==> src/rtl/operand_mux_stage_pkg.sv <==
// Core-wide definitions shared by the EX-stage datapath blocks.
// Holds the default datapath width and the forwarding-source encoding for the 3-input operand mux.
package pkg_core_defs;

    localparam int XLEN       = 32;
    localparam int FWD_NUM_IN = 3;

    typedef enum logic [1:0] {
        FWD_RF     = 2'd0,
        FWD_EX_MEM = 2'd1,
        FWD_MEM_WB = 2'd2
    } fwd_sel_e;

endpackage

==> src/rtl/operand_mux_stage_skid.sv <==
// Two-entry valid/ready register slice: a main register that drives the output
// and a skid register that absorbs the one beat in flight when the consumer stalls.
module skid_buffer #(
    parameter int W = 33
) (
    input  logic         clk,
    input  logic         rst,
    input  logic [W-1:0] in_data,
    input  logic         in_valid,
    output logic         in_ready,
    output logic [W-1:0] out_data,
    output logic         out_valid,
    input  logic         out_ready,
    output logic         accept
);

    logic         main_valid_p1;
    logic [W-1:0] main_data_p1;
    logic         skid_valid_p1;
    logic [W-1:0] skid_data_p1;
    logic         in_ready_p1;

    logic         main_valid_d;
    logic [W-1:0] main_data_d;
    logic         skid_valid_d;
    logic [W-1:0] skid_data_d;
    logic         emit;

    assign accept    = in_valid && in_ready_p1;
    assign emit      = main_valid_p1 && out_ready;
    assign in_ready  = in_ready_p1;
    assign out_valid = main_valid_p1;
    assign out_data  = main_data_p1;

    always_comb begin
        main_valid_d = main_valid_p1;
        main_data_d  = main_data_p1;
        skid_valid_d = skid_valid_p1;
        skid_data_d  = skid_data_p1;
        if (!main_valid_p1 || emit) begin
            if (skid_valid_p1) begin
                // in_ready is low whenever the skid is full, so nothing is accepted here.
                main_valid_d = 1'b1;
                main_data_d  = skid_data_p1;
                skid_valid_d = 1'b0;
            end else begin
                main_valid_d = accept;
                if (accept) begin
                    main_data_d = in_data;
                end
            end
        end else if (accept) begin
            skid_valid_d = 1'b1;
            skid_data_d  = in_data;
        end
    end

    // Stage boundary: main/skid registers and the registered ready.
    always_ff @(posedge clk) begin
        if (rst) begin
            main_valid_p1 <= 1'b0;
            main_data_p1  <= '0;
            skid_valid_p1 <= 1'b0;
            skid_data_p1  <= '0;
            in_ready_p1   <= 1'b0;
        end else begin
            main_valid_p1 <= main_valid_d;
            main_data_p1  <= main_data_d;
            skid_valid_p1 <= skid_valid_d;
            skid_data_p1  <= skid_data_d;
            in_ready_p1   <= !skid_valid_d;
        end
    end

endmodule

==> src/rtl/operand_mux_stage.sv <==
// EX-stage operand select: N:1 mux with out-of-range detection, feeding a
// registered skid-buffered output, plus a saturating count of bad-select beats.
module operand_mux_stage
    import pkg_core_defs::*;
#(
    parameter int               WIDTH       = XLEN,
    parameter int               NUM_IN      = FWD_NUM_IN,
    parameter int               SEL_W       = $clog2(NUM_IN),
    parameter logic [WIDTH-1:0] DEFAULT_VAL = '0,
    parameter int               ERR_CNT_W   = 8
) (
    input  logic                    clk,
    input  logic                    rst,
    input  logic [NUM_IN*WIDTH-1:0] in_data,
    input  logic [SEL_W-1:0]        in_sel,
    input  logic                    in_valid,
    output logic                    in_ready,
    output logic [WIDTH-1:0]        out_data,
    output logic                    out_err,
    output logic                    out_valid,
    input  logic                    out_ready,
    output logic [ERR_CNT_W-1:0]    err_count
);

    // Only the addressed slice is read, so X on unselected inputs cannot leak through.
    function automatic logic [WIDTH:0] select_operand(
        input logic [NUM_IN*WIDTH-1:0] data,
        input logic [SEL_W-1:0]        sel
    );
        logic [WIDTH:0] res;
        res = {1'b1, DEFAULT_VAL};
        for (int k = 0; k < NUM_IN; k++) begin
            if (sel == SEL_W'(k)) begin
                res = {1'b0, data[k*WIDTH +: WIDTH]};
            end
        end
        return res;
    endfunction

    function automatic logic [ERR_CNT_W-1:0] sat_inc(input logic [ERR_CNT_W-1:0] cnt);
        return (&cnt) ? cnt : cnt + ERR_CNT_W'(1);
    endfunction

    logic [WIDTH:0] beat_p0;
    logic [WIDTH:0] beat_p1;
    logic           accept;

    assign beat_p0 = select_operand(in_data, in_sel);

    skid_buffer #(
        .W(WIDTH + 1)
    ) u_skid (
        .clk      (clk),
        .rst      (rst),
        .in_data  (beat_p0),
        .in_valid (in_valid),
        .in_ready (in_ready),
        .out_data (beat_p1),
        .out_valid(out_valid),
        .out_ready(out_ready),
        .accept   (accept)
    );

    assign out_err  = beat_p1[WIDTH];
    assign out_data = beat_p1[WIDTH-1:0];

    // Stage boundary: error statistics, counted at accept time.
    always_ff @(posedge clk) begin
        if (rst) begin
            err_count <= '0;
        end else if (accept && beat_p0[WIDTH]) begin
            err_count <= sat_inc(err_count);
        end
    end

endmodule
==> config.mk <==
export PLATFORM = sky130hd
export DESIGN_NAME = operand_mux_stage
export DESIGN_NICKNAME = d
export VERILOG_FILES = /design/src/rtl/operand_mux_stage_pkg.sv /design/src/rtl/operand_mux_stage_skid.sv /design/src/rtl/operand_mux_stage.sv
export SDC_FILE = /design/constraint.sdc
export NUM_CORES = 1
export LEC_CHECK = 0
export ABC_AREA = 1
export BUFFER_PORTS_ARGS = -buffer_cell sky130_fd_sc_hd__buf_2
export CAP_MARGIN = 5
export CORE_MARGIN = 3
export CORE_UTILIZATION = 40
export DETAILED_ROUTE_END_ITERATION = 8
export PLACE_DENSITY_LB_ADDON = 0.08
export SLEW_MARGIN = 0
export SYNTH_ARGS = -nofsm -noshare
export SYNTH_HDL_FRONTEND = slang
export SYNTH_HIERARCHICAL = 1
export SYNTH_SLANG_ARGS = --single-unit
export TNS_END_PERCENT = 1
==> constraint.sdc <==
create_clock -name clk -period 1.8 [get_ports clk]
set_clock_uncertainty 0.15 [all_clocks]
set_input_delay 0.36 -clock clk [delete_from_list [all_inputs] [get_ports clk]]
set_output_delay 0.36 -clock clk [all_outputs]
set_load 0.02 [all_outputs]
Word-level counts from Yosys, hierarchy flattened
Cells that the tools add are included.

Register bits after elaboration: 77. Word-level logic and storage cells: 31.

Add/subtract/negate cells: 1. Equality and inequality tests: 2. Mux-type cells: 8. Bitwise operators: 2. Reductions and logical operators: 12.

Operator list (count): 33-bit two-way mux (5); 8-bit by 1-bit adder with 8-bit output, second input constant (1); 8-bit AND reduction (1); 2-bit AND reduction (3); 1-bit logical AND (3); 1-bit two-way mux (3); 2-bit by 1-bit == test with 1-bit output, second input constant (1); 2-bit == test, second input constant (1); 1-bit zero test (2); 2-bit zero test (1); 1-bit inverter (2); 2-bit nonzero test (1); 1-bit logical OR (1).

Logic depth before layout (Yosys ltp)
Gate-level depths: netlist of run 1.

Word-level depth: 6. Depth in mapped cells: 10.

Modules after synthesis
The synthesis of run 1 kept the hierarchy.

Modules (own cells, without submodules): skid_buffer (instances 1, cells each 507, area each 3241.9 um^2, sequential area each 1381.3 um^2); operand_mux_stage (instances 1, cells each 212, area each 1054.8 um^2, sequential area each 160.2 um^2).

Worst setup path after synthesis of run 1
No wires, ideal clock.

Path type: register to register. Start point: register err_count[0]. End point: register err_count[3]. Setup time: 113 ps. Data arrival time: 1247 ps. Setup slack: 291 ps. Stages on the path, launching flop included: 9. Path buffers: 0. Path through: dfxtp_1 ha_1 nand2_1 nor2_2 nand2_4 nand2_1 nand2_1 nand2_1 nor2_1.

Longest elaborated chain between the ends: 3. Elaborated cells between the ends (all ways): 4. Classes of those cells: add/sub (1); bitwise (1); reduce/logical (2).

Ends and longest elaborated chain: from (decl) (line operand_mux_stage.sv:22) `output logic [ERR_CNT_W-1:0] err_count`; from (signal assigned) (line operand_mux_stage.sv:72) `err_count <= sat_inc(err_count);`; parallel branches: the longest is 3 deep, another holds 8-bit by 1-bit adder with 8-bit output.

Parallel ways; which one is timed is not known. A chain may end at the register's enable or synchronous reset.

Worst setup path after layout of run 1
Start point: register err_count[2]. End point: output port err_count[2].

No word-level cell between the ends.

==> impl_metrics.env, run 1 <==
export IMPL_status="completed"
export IMPL_htree_levels=3
export IMPL_antenna_found_initial=0
export IMPL_die_w_um=109.6
export IMPL_path_class="flop to primary output"
export IMPL_wl_per_cell_um=10.47
export IMPL_cts_buffer_depth=2
export IMPL_finalCritPeriodShare_pct=83.21
export IMPL_p_sw_share_pct=26.00
export IMPL_grt_max_degree=43
export IMPL_worst_path_buf_inv=1
export IMPL_grt_pass1_vias=4036
export IMPL_crit_required_ns=1.29
export IMPL_final_net_count=957
export IMPL_dr_max_layer_used="met4"
export IMPL_seq_area_frac_synth_pct=35.88
export IMPL_port_buffers=144
export IMPL_postCtsHoldBufs=0
export IMPL_die_area_um2=12020
export IMPL_io_pins=145
export IMPL_wl_met2_mm=5.043
export IMPL_clock_latency_ns=0.35
export IMPL_slowest_delay_ns=0.44
export IMPL_period_needed_ns=1.498
export IMPL_synthToLayoutAreaGrowth_pct=25.68
export IMPL_setup_tns_ns=0
export IMPL_rows=37
export IMPL_rsz0062_at_grt="no"
export IMPL_via_count=4428
export IMPL_cp_arrival_ns=0.99
export IMPL_post_cts_buffers=0
export IMPL_cp_top_family="flip-flops"
export IMPL_cts_buffers_inserted=9
export IMPL_critPathMaxFanout=6
export IMPL_p_comb_share_pct=17.4
export IMPL_setup_viol=0
export IMPL_drc=0
export IMPL_utilization_pct=52.08
export IMPL_ys_ff_latch=77
export IMPL_seqPwrFrac_pct=43.1
export IMPL_via_per_inst=4.450
export IMPL_start_util_pct=41.43
export IMPL_drv_cap=0
export IMPL_avgSynthCellArea_um2=5.976
export IMPL_fmax_mhz=667.7
export IMPL_hold_viol=0
export IMPL_drtIter0Drc=184
export IMPL_grt_pass1_wl_mm=17.46
export IMPL_netSwitchingPower_uw=1091
export IMPL_antenna_diode_count=0
export IMPL_dp_hpwl_mm=7.685
export IMPL_p_int_uw=3105
export IMPL_track_usage_pct=18.14
export IMPL_hp_class="input pin to flop"
export IMPL_startpoint_type="flop"
export IMPL_p_leak_uw=0.002817
export IMPL_synth_cells=719
export IMPL_ctsResizeCount=0
export IMPL_r2r_start="u_skid/in_ready$_SDFF_PP0_"
export IMPL_drv_slew=0
export IMPL_path_clk_slew_ns=0.08
export IMPL_dr_pass1_iters=4
export IMPL_cts_sinks=77
export IMPL_route_met3_wl_um=582
export IMPL_ir_worst_vdd_mv=0.4337
export IMPL_synth_cell_types=23
export IMPL_slew_headroom_pct=75.05
export IMPL_yosys_warnings=6
export IMPL_cts_tree="yes"
export IMPL_ant_nets=0
export IMPL_hold_worst_slack_ns=0.1574
export IMPL_drive_above_1_share_pct=25.73
export IMPL_cts_root_buf="clkbuf_8"
export IMPL_drt_wl_total_mm=10.42
export IMPL_worstMarginPinSlew_ns=0.3742
export IMPL_globalplace_congestion=0.7736
export IMPL_met1Wirelength_mm=4.679
export IMPL_powerDensity_nw_per_um2=777.0
export IMPL_fillers=1127
export IMPL_synth_nets=822
export IMPL_die_h_um=109.6
export IMPL_core_um2=10370
export IMPL_syn_area_um2=4297
export IMPL_endpoint_kind="primary output"
export IMPL_clkPwrFrac_pct=39.5
export IMPL_crit_chain="buf_2"
export IMPL_slowest_stage="dfxtp_1"
export IMPL_crit_start="err_count[2]$_SDFFE_PP0P_"
export IMPL_hold_path_startpoint="rst"
export IMPL_overflow=0
[cells in the final DEF, fill, tap and decap left out, types with 2 or more instances in the layout]
cell type and count:
dfxtp_1 76, buf_12 5, a21oi_1 5, nand3_1 41, clkbuf_8 12, nor2_2 31, nand2_2 2, nand2_4 3
buf_4 12, o21ai_0 33, nor2_1 117, inv_1 78, nor2_4 2, nand2_1 284, inv_2 4, buf_2 144
bufinv_16 3
[cell type report]
type	count	area, µm²	area share [%]
timing repair buffer	161	910.9	16.87
inverter	82	307.8	5.700
clock inverter	3	90.09	1.668
tap	136	170.2	3.151
multi-input combinational	523	2210	40.92
clock buffer	13	168.9	3.128
sequential	77	1543	28.57
[sequential cells by signal, indices dropped and copies added, names as in the netlist]
| name | flops |
|---|---|
| u_skid/out_data | 33 |
| u_skid/skid_data_p1 | 33 |
| err_count | 8 |
| u_skid/in_ready | 1 |
| u_skid/out_valid | 1 |
| u_skid/skid_valid_p1 | 1 |
[path summary, 6_finish.rpt]
| path | end | slack [ns] | cells past startpoint |
|---|---|---|---|
| hold / removal | u_skid/out_valid$_SDFFE_PP0P_ | 0.16 | 2 |
| hold reg to reg | u_skid/skid_data_p1[19]$_SDFFE_PP0P_ | 0.34 | 2 |
| setup / recovery | err_count[2] | 0.30 | 1 |
| setup reg to reg | u_skid/out_data[19]$_SDFFE_PP0P_ | 0.33 | 7 |
[synthesized netlist by cell type, drive strengths merged]
cell / count / area (µm²)
nor2: 150 / 645.6
ha: 1 / 12.51
a21oi: 6 / 33.78
or2: 1 / 6.260
inv: 82 / 307.8
o21ai: 33 / 165.2
dfxtp: 77 / 1541
nand2: 289 / 1112
xor2: 1 / 8.760
buf: 29 / 217.7
nand3: 42 / 215.2
clkbuf: 8 / 30.03
[power by group through the flow]
| stage | logic, µW | clock network [µW] | registers (µW) |
|---|---|---|---|
| global placement | 732 | 0 | 1850 |
| global route | 847 | 1780 | 1820 |
| CTS | 744 | 1720 | 1810 |
| finish | 730 | 1660 | 1810 |
| detailed placement | 741 | 0 | 1850 |
| floorplan | 403 | 0 | 1930 |
[cells by family (layout without fill, tap and decap cells)]
group	after synthesis	after routing	share of synthesized area, %
AO/OA/AOI/OAI	39	39	4.630
buffers and inverters	119	259	12.93
flip-flops	77	77	35.88
adder cells (fa/ha/maj)	1	1	0.2912
XOR/XNOR	1	1	0.2039
AND/OR/NAND/NOR	482	482	46.07
[routing by layer]
layer / vias to the layer above / global-route usage (%)
li1: 2402 / -
met5: - / 0
met2: 82 / 32.52
met3: 9 / 4.756
met4: 0 / 5.076
met1: 1935 / 21.25
[per-stage QoR]
stage	instance area (µm²)	power, µW	cells	worst slack [ns]
after floorplan	4297	2328	719	0.2905
final	5400	4196	995	0.3023
after CTS	5400	4274	995	0.2796
after global placement	5141	2582	979	0.01044
after detailed placement	5141	2592	979	-0.01243
after global routing	5400	4448	995	0.1814
(Power assumes the default switching activity.)
==> run 2: changes to the inputs <==
==> constraint.sdc (replaced) <==
create_clock -name clk -period 1.2 [get_ports clk]
set_clock_uncertainty 0.15 [all_clocks]
set_input_delay 0.24 -clock clk [delete_from_list [all_inputs] [get_ports clk]]
set_output_delay 0.24 -clock clk [all_outputs]
set_load 0.02 [all_outputs]
==> run 2 against run 1 <==
Against the previous run:
- the flow now finishes with violations (negative setup slack)
- critical path depth rose by 2
- sequential cell count did not move
- utilization rose by 7.2 points
- global-route usage rose by 0.64 points
- first-iteration DRC count rose by 58%
- via count rose by 3.6%
- die area did not move
- sequential power rose by 52%
- setup slack got worse by 0.53 ns
- sequential share of layout area fell by 2.4 points
- count of clock-buffer cells in the layout fell by 2
- design area rose by 14%
- largest power group unchanged
- highest routed layer unchanged
==> impl_metrics.env, run 2 (synthesis results as in run 1) <==
export IMPL_crit_required_ns=0.81
export IMPL_setup_viol=52
export IMPL_cp_arrival_ns=1.03
export IMPL_ff2ff_setup_slack_ns=-0.20
export IMPL_via_per_inst=4.508
export IMPL_endpoint_kind="primary output"
export IMPL_p_leak_uw=0.003073
export IMPL_track_usage_pct=18.78
export IMPL_holdPathEnd="u_skid/out_valid$_SDFFE_PP0P_"
export IMPL_busiest_layer="met2"
export IMPL_cts_root_buf="clkbuf_8"
export IMPL_start_util_pct=41.43
export IMPL_drive_above_1_share_pct=37.98
export IMPL_grt_pass1_vias=4101
export IMPL_finalCritPeriodShare_pct=118.6
export IMPL_rsz0062_at_grt="yes"
export IMPL_grt_pass1_wl_mm=18.20
export IMPL_path_clk_slew_ns=0.08
export IMPL_grt_max_degree=41
export IMPL_port_buffers=144
export IMPL_reg2reg_depth=6
export IMPL_fmax_mhz=702.7
export IMPL_die_w_um=109.6
export IMPL_r2r_end="err_count[2]$_SDFFE_PP0P_"
export IMPL_cts_tree="yes"
export IMPL_core_um2=10370
export IMPL_globalplace_congestion=0.7905
export IMPL_drtIter0Drc=291
export IMPL_ir_worst_vdd_mv=0.6205
export IMPL_die_area_um2=12020
export IMPL_overflow=0
export IMPL_worstMarginPinSlew_ns=0.2414
export IMPL_r2r_start="err_count[0]$_SDFFE_PP0P_"
export IMPL_critPathMaxFanout=2
export IMPL_final_cell_mix="nand2_1, nor2_1, buf_2, inv_1, buf_6"
export IMPL_mostFrequentLayoutCell="nand2_1"
export IMPL_power_uw=6170
export IMPL_hold_path_startpoint="rst"
export IMPL_cp_top_family="flip-flops"
export IMPL_io_pins=145
export IMPL_setup_tns_ns=-3.091
export IMPL_rows=37
export IMPL_cp_common_cell="buf_6"
export IMPL_antenna_diode_count=0
export IMPL_htree_levels=3
export IMPL_slowest_stage="dfxtp_4"
export IMPL_cts_sinks=77
export IMPL_via_count=4589
export IMPL_wl_per_cell_um=10.88
export IMPL_drc=0
export IMPL_slowest_delay_ns=0.35
export IMPL_setup_slack_ns=-0.2231
export IMPL_path_class="flop to primary output"
export IMPL_slew_headroom_pct=83.91
export IMPL_cts_buffer_depth=2
export IMPL_hold_viol=0
export IMPL_synthToLayoutAreaGrowth_pct=43.01
export IMPL_grt_util_met1_pct=23.98
export IMPL_crit_chain="buf_6 > buf_6 > buf_6"
export IMPL_drv_slew=0
export IMPL_die_h_um=109.6
export IMPL_cts_buffers_inserted=9
export IMPL_met2_usage_pct=31.39
export IMPL_startpoint_type="flop"
export IMPL_status="complete, but fails checks"
export IMPL_powerDensity_nw_per_um2=1004
export IMPL_dr_pass1_iters=4
export IMPL_min_path_cells=3
export IMPL_fillers=1057
export IMPL_dp_hpwl_mm=7.908
export IMPL_ant_nets=0
export IMPL_worst_path_buf_inv=3
export IMPL_grtUsageMet3_pct=3.758
export IMPL_final_net_count=980
export IMPL_antenna_found_initial=0
export IMPL_clock_latency_ns=0.34
export IMPL_violations="negative setup slack"
export IMPL_drv_cap=0
export IMPL_period_needed_ns=1.423
export IMPL_drt_wl_total_mm=11.08
export IMPL_hp_class="input pin to flop"
run 2: cell types whose count changed in the layout (fill, tap and decap cells not counted), moves of 9 or more:
cell / change
dfxtp_2: +39
o21ai_0: -32
buf_2: -43
dfxtp_1: -43
buf_4: +9
buf_6: +51
o21ai_2: +25
run 2: metal layers:
metal,vias up,part of all wire [%]
li1,2459,-
met1,2010,46
met2,100,47
met3,20,5.3
met4,0,2.1
met5,-,0
run 2: tightest hold or removal path, stage by stage:
cell	delay, ns
buf_2	0.14
buf_4	0.14
a21oi_2	0.03
run 2: worst max path at each step:
stage                                       end  cells after the start  slack, ns                      start
2_1_floorplan  u_skid/out_data[26]$_SDFFE_PP0P_                     10      -0.11                  in_sel[1]
3_3_place_gp    u_skid/out_data[2]$_SDFFE_PP0P_                     11      -0.46                  in_sel[0]
3_5_place_dp    u_skid/out_data[2]$_SDFFE_PP0P_                     11      -0.50                  in_sel[0]
4_1_cts                            err_count[0]                      3      -0.24  err_count[0]$_SDFFE_PP0P_
5_1_grt                            err_count[0]                      3      -0.26  err_count[0]$_SDFFE_PP0P_
6_report                           err_count[0]                      3      -0.22  err_count[0]$_SDFFE_PP0P_
run 2: per-stage QoR:
step	util [%]	area (µm²)	setup WS [ns]	instances	hold WS [ns]
2_1_floorplan	-	4330	-0.1082	719	0.1451
3_3_place_gp	51.93	5385	-0.4576	999	0.3125
3_5_place_dp	51.93	5385	-0.5039	999	0.3219
4_1_cts	57.96	6011	-0.2361	1018	0.06690
5_1_grt	59.25	6145	-0.2560	1018	0.09021
6_report	59.25	6145	-0.2231	1018	0.08827
run 2: area by class of cell:
cell class / count / area (µm²) / share of cell area (%)
clock inverters: 5 / 57.56 / 0.9367
well taps: 136 / 170.2 / 2.769
inverters: 82 / 307.8 / 5.009
flip-flops and latches: 77 / 1607 / 26.15
repair buffers: 184 / 1448 / 23.56
clock buffers: 11 / 152.6 / 2.484
multi-input cells: 523 / 2402 / 39.10
run 2: report_power, final:
part	internal, µW	switching, µW
Combinational	633	714
Clock	1080	987
Sequential	2680	76.2
Total	4390	1780
run 2: what timing repair did:
action	4_1_cts	5_1_grt
setup endpoints to repair	115	117
hold buffers	1	0
pin swaps	3	5
setup buffers	2	0
endpoints found under the hold margin	2	0
resized for setup	143	42
cloned	0	0
==> run 3: changes to the inputs <==
--- a/config.mk
+++ b/config.mk
@@ -5,7 +5,7 @@
 export SDC_FILE = /design/constraint.sdc
 export NUM_CORES = 1
 export LEC_CHECK = 0
-export ABC_AREA = 1
+export ABC_AREA = 0
 export BUFFER_PORTS_ARGS = -buffer_cell sky130_fd_sc_hd__buf_2
 export CAP_MARGIN = 5
 export CORE_MARGIN = 3
@@ -15,6 +15,5 @@
 export SLEW_MARGIN = 0
 export SYNTH_ARGS = -nofsm -noshare
 export SYNTH_HDL_FRONTEND = slang
-export SYNTH_HIERARCHICAL = 1
 export SYNTH_SLANG_ARGS = --single-unit
 export TNS_END_PERCENT = 1
==> run 3 against run 2 <==
Against the previous run:
- critical path depth increased by 3
- first-iteration DRC count decreased by 53%
- die area decreased by 11%
- final cell count decreased by 27%
- highest routed layer unchanged
- the flow still finishes with violations (negative setup slack)
- global-route usage increased by 1.2 points
==> impl_metrics.env, run 3 <==
export IMPL_globalplace_congestion=0.7275
export IMPL_ys_ff_latch=77
export IMPL_cts_buffers_inserted=9
export IMPL_fmax_mhz=714.9
export IMPL_slowest_delay_ns=0.34
export IMPL_yosys_warnings=0
export IMPL_cp_arrival_ns=1.53
export IMPL_hold_viol=0
export IMPL_synth_top_area_share_pct=40.53
export IMPL_core_um2=8976
export IMPL_grt_max_degree=67
export IMPL_clkPwrFrac_pct=37.8
export IMPL_synth_cell_types=33
export IMPL_utilization_pct=62.22
export IMPL_endpoint_kind="flop"
export IMPL_worstMarginPinSlew_ns=0.3171
export IMPL_crit_chain="buf_6 > a21oi_4 > or2_4 > buf_6 > nand2_1 > a21oi_1"
export IMPL_dp_hpwl_mm=7.260
export IMPL_postCtsHoldBufs=0
export IMPL_r2r_start="u_skid.in_ready$_SDFF_PP0_"
export IMPL_seq_area_frac_synth_pct=40.53
export IMPL_synthArstFlopShare_pct=0
export IMPL_cp_endpoint="u_skid.out_data[24]$_SDFFE_PP0P_"
export IMPL_via_count=3793
export IMPL_rsz0062_at_grt="yes"
export IMPL_crit_required_ns=1.33
export IMPL_reg2reg_depth=6
export IMPL_finalCritPeriodShare_pct=116.6
export IMPL_rows=34
export IMPL_final_cell_mix="buf_2, nor2_1, buf_6, dfxtp_2"
export IMPL_clock_latency_ns=0.35
export IMPL_ys_top_cells_by_area="dfxtp_1, mux2i_1, o2bb2ai_1"
export IMPL_mostFrequentLayoutCell="buf_2"
export IMPL_drt_wl_total_mm=10.70
export IMPL_post_synth_top_area_cell="dfxtp_1"
export IMPL_place_ws_ns=-0.4018
export IMPL_startpoint_type="flop"
export IMPL_die_area_um2=10720
export IMPL_antenna_found_initial=0
export IMPL_syn_area_um2=3804
export IMPL_slew_headroom_pct=78.86
export IMPL_p_leak_uw=0.002256
export IMPL_cp_common_cell="buf_6"
export IMPL_synthToLayoutAreaGrowth_pct=46.84
export IMPL_cts_root_buf="clkbuf_8"
export IMPL_crit_start="u_skid.in_ready$_SDFF_PP0_"
export IMPL_cts_tree="yes"
export IMPL_track_usage_pct=20.02
export IMPL_dr_max_layer_used="met4"
export IMPL_dr_pass1_iters=4
export IMPL_power_uw=5830
export IMPL_antenna_diode_count=0
export IMPL_cts_buffer_depth=2
export IMPL_synth_commonest_cells="dfxtp_1, nor2_1, a21oi_1, nor3_1, nand2_1"
export IMPL_start_util_pct=42.38
export IMPL_setup_viol=94
export IMPL_ff2ff_setup_slack_ns=-0.20
export IMPL_synth_nets=562
export IMPL_die_h_um=103.5
export IMPL_setup_slack_ns=-0.1989
export IMPL_final_net_count=711
export IMPL_seqPwrFrac_pct=46.0
export IMPL_avgSynthCellArea_um2=8.287
export IMPL_cts_sinks=77
export IMPL_hp_class="input pin to flop"
export IMPL_violations="negative setup slack"
export IMPL_die_w_um=103.5
export IMPL_drtIter0Drc=136
export IMPL_via_per_inst=5.133
export IMPL_critPathMaxFanout=10
export IMPL_drive_above_1_share_pct=42.90
export IMPL_netSwitchingPower_uw=1507
export IMPL_period_needed_ns=1.399
export IMPL_port_buffers=144
export IMPL_drv_cap=0
export IMPL_setup_tns_ns=-11.86
export IMPL_synth_edff_count=0
export IMPL_io_pins=145
export IMPL_wl_per_cell_um=14.48
export IMPL_p_int_uw=4323
export IMPL_slowest_stage="dfxtp_2"
export IMPL_drc=0
export IMPL_p_sw_share_pct=25.85
export IMPL_overflow=0
export IMPL_p_comb_share_pct=16.3
export IMPL_synthFlopType="dfxtp_1"
export IMPL_path_class="flop to flop"
export IMPL_met1Wirelength_mm=4.458
export IMPL_drv_slew=0
export IMPL_grt_pass1_wl_mm=17.93
export IMPL_yosysMostFrequentCell="dfxtp_1"
export IMPL_powerDensity_nw_per_um2=1044
export IMPL_route_met3_wl_um=575
export IMPL_r2r_end="u_skid.out_data[24]$_SDFFE_PP0P_"
export IMPL_synth_cells=459
export IMPL_path_clk_slew_ns=0.08
export IMPL_ir_worst_vdd_mv=0.6092
export IMPL_wl_met2_mm=5.588
export IMPL_grt_pass1_vias=3706
export IMPL_status="complete, but fails checks"
export IMPL_htree_levels=3
export IMPL_ant_nets=0
run 3: how the worst min path moves through the flow:
stage | from | depth (start not counted) | endpoint | slack [ns]
final | out_ready | 3 | u_skid.skid_valid_p1$_SDFF_PP0_ | 0.12
after global routing | out_ready | 3 | u_skid.skid_valid_p1$_SDFF_PP0_ | 0.13
after CTS | out_ready | 3 | u_skid.skid_valid_p1$_SDFF_PP0_ | 0.11
after detailed placement | u_skid.out_data[29]$_SDFFE_PP0P_ | 2 | u_skid.out_data[29]$_SDFFE_PP0P_ | 0.29
after global placement | u_skid.out_data[3]$_SDFFE_PP0P_ | 2 | u_skid.out_data[3]$_SDFFE_PP0P_ | 0.29
after floorplan | u_skid.skid_data_p1[32]$_SDFFE_PP0P_ | 2 | u_skid.skid_data_p1[32]$_SDFFE_PP0P_ | 0.29
run 3: through the flow:
stage | cell area (µm²) | cells | hold WS, ns
finish | 5585 | 739 | 0.1206
global placement | 4917 | 722 | 0.2904
global route | 5585 | 739 | 0.1318
floorplan | 3854 | 459 | 0.2872
detailed placement | 4917 | 722 | 0.2943
CTS | 5529 | 739 | 0.1078
run 3: logic make-up after synthesis:
logic type	count (synthesis)	share of synthesized area, %
AND/OR/NAND/NOR	191	23.19
AO/OA/AOI/OAI	108	20.39
flip-flops	77	40.53
buffers and inverters	44	5.723
multiplexers	33	8.684
XOR/XNOR	5	1.151
adder cells (fa/ha/maj)	1	0.3289
run 3: metal layers:
layer  vias to the layer above  global-route usage, %
li1                       1914                      -
met3                         9                  5.597
met5                         -                      0
met4                         0                  3.609
met2                        96                  36.45
met1                      1774                  23.70
run 3: layout make-up:
| class | count | area (µm²) |
|---|---|---|
| Clock inverter | 6 | 86.33 |
| Clock buffer | 10 | 137.6 |
| Tap cell | 126 | 157.7 |
| Timing Repair Buffer | 181 | 1443 |
| Sequential cell | 77 | 1609 |
| Multi-Input combinational cell | 338 | 2148 |
| Fill cell | 818 | 3391 |
| Inverter | 1 | 3.754 |
run 3: timing repair:
action                                 4_1_cts  5_1_grt
endpoints found under the hold margin        0        0
resized for setup                          138       15
setup endpoints to repair                  117      117
pin swaps                                   44        5
buffers inserted                             1        0
run 3: worst max-delay path: cells and delay by family, from the launching register on:
family	cells	cell delay, ns
flops	1	0.34
compound gates	2	0.30
buf+inv	2	0.27
simple gates	2	0.26
run 3: power by group through the flow:
stage / registers (µW) / clock network [µW] / logic, µW
2_1_floorplan: 2790 / 0 / 417
3_3_place_gp: 2720 / 0 / 847
3_5_place_dp: 2720 / 0 / 860
4_1_cts: 2680 / 2250 / 941
5_1_grt: 2690 / 2350 / 1040
6_report: 2680 / 2200 / 949
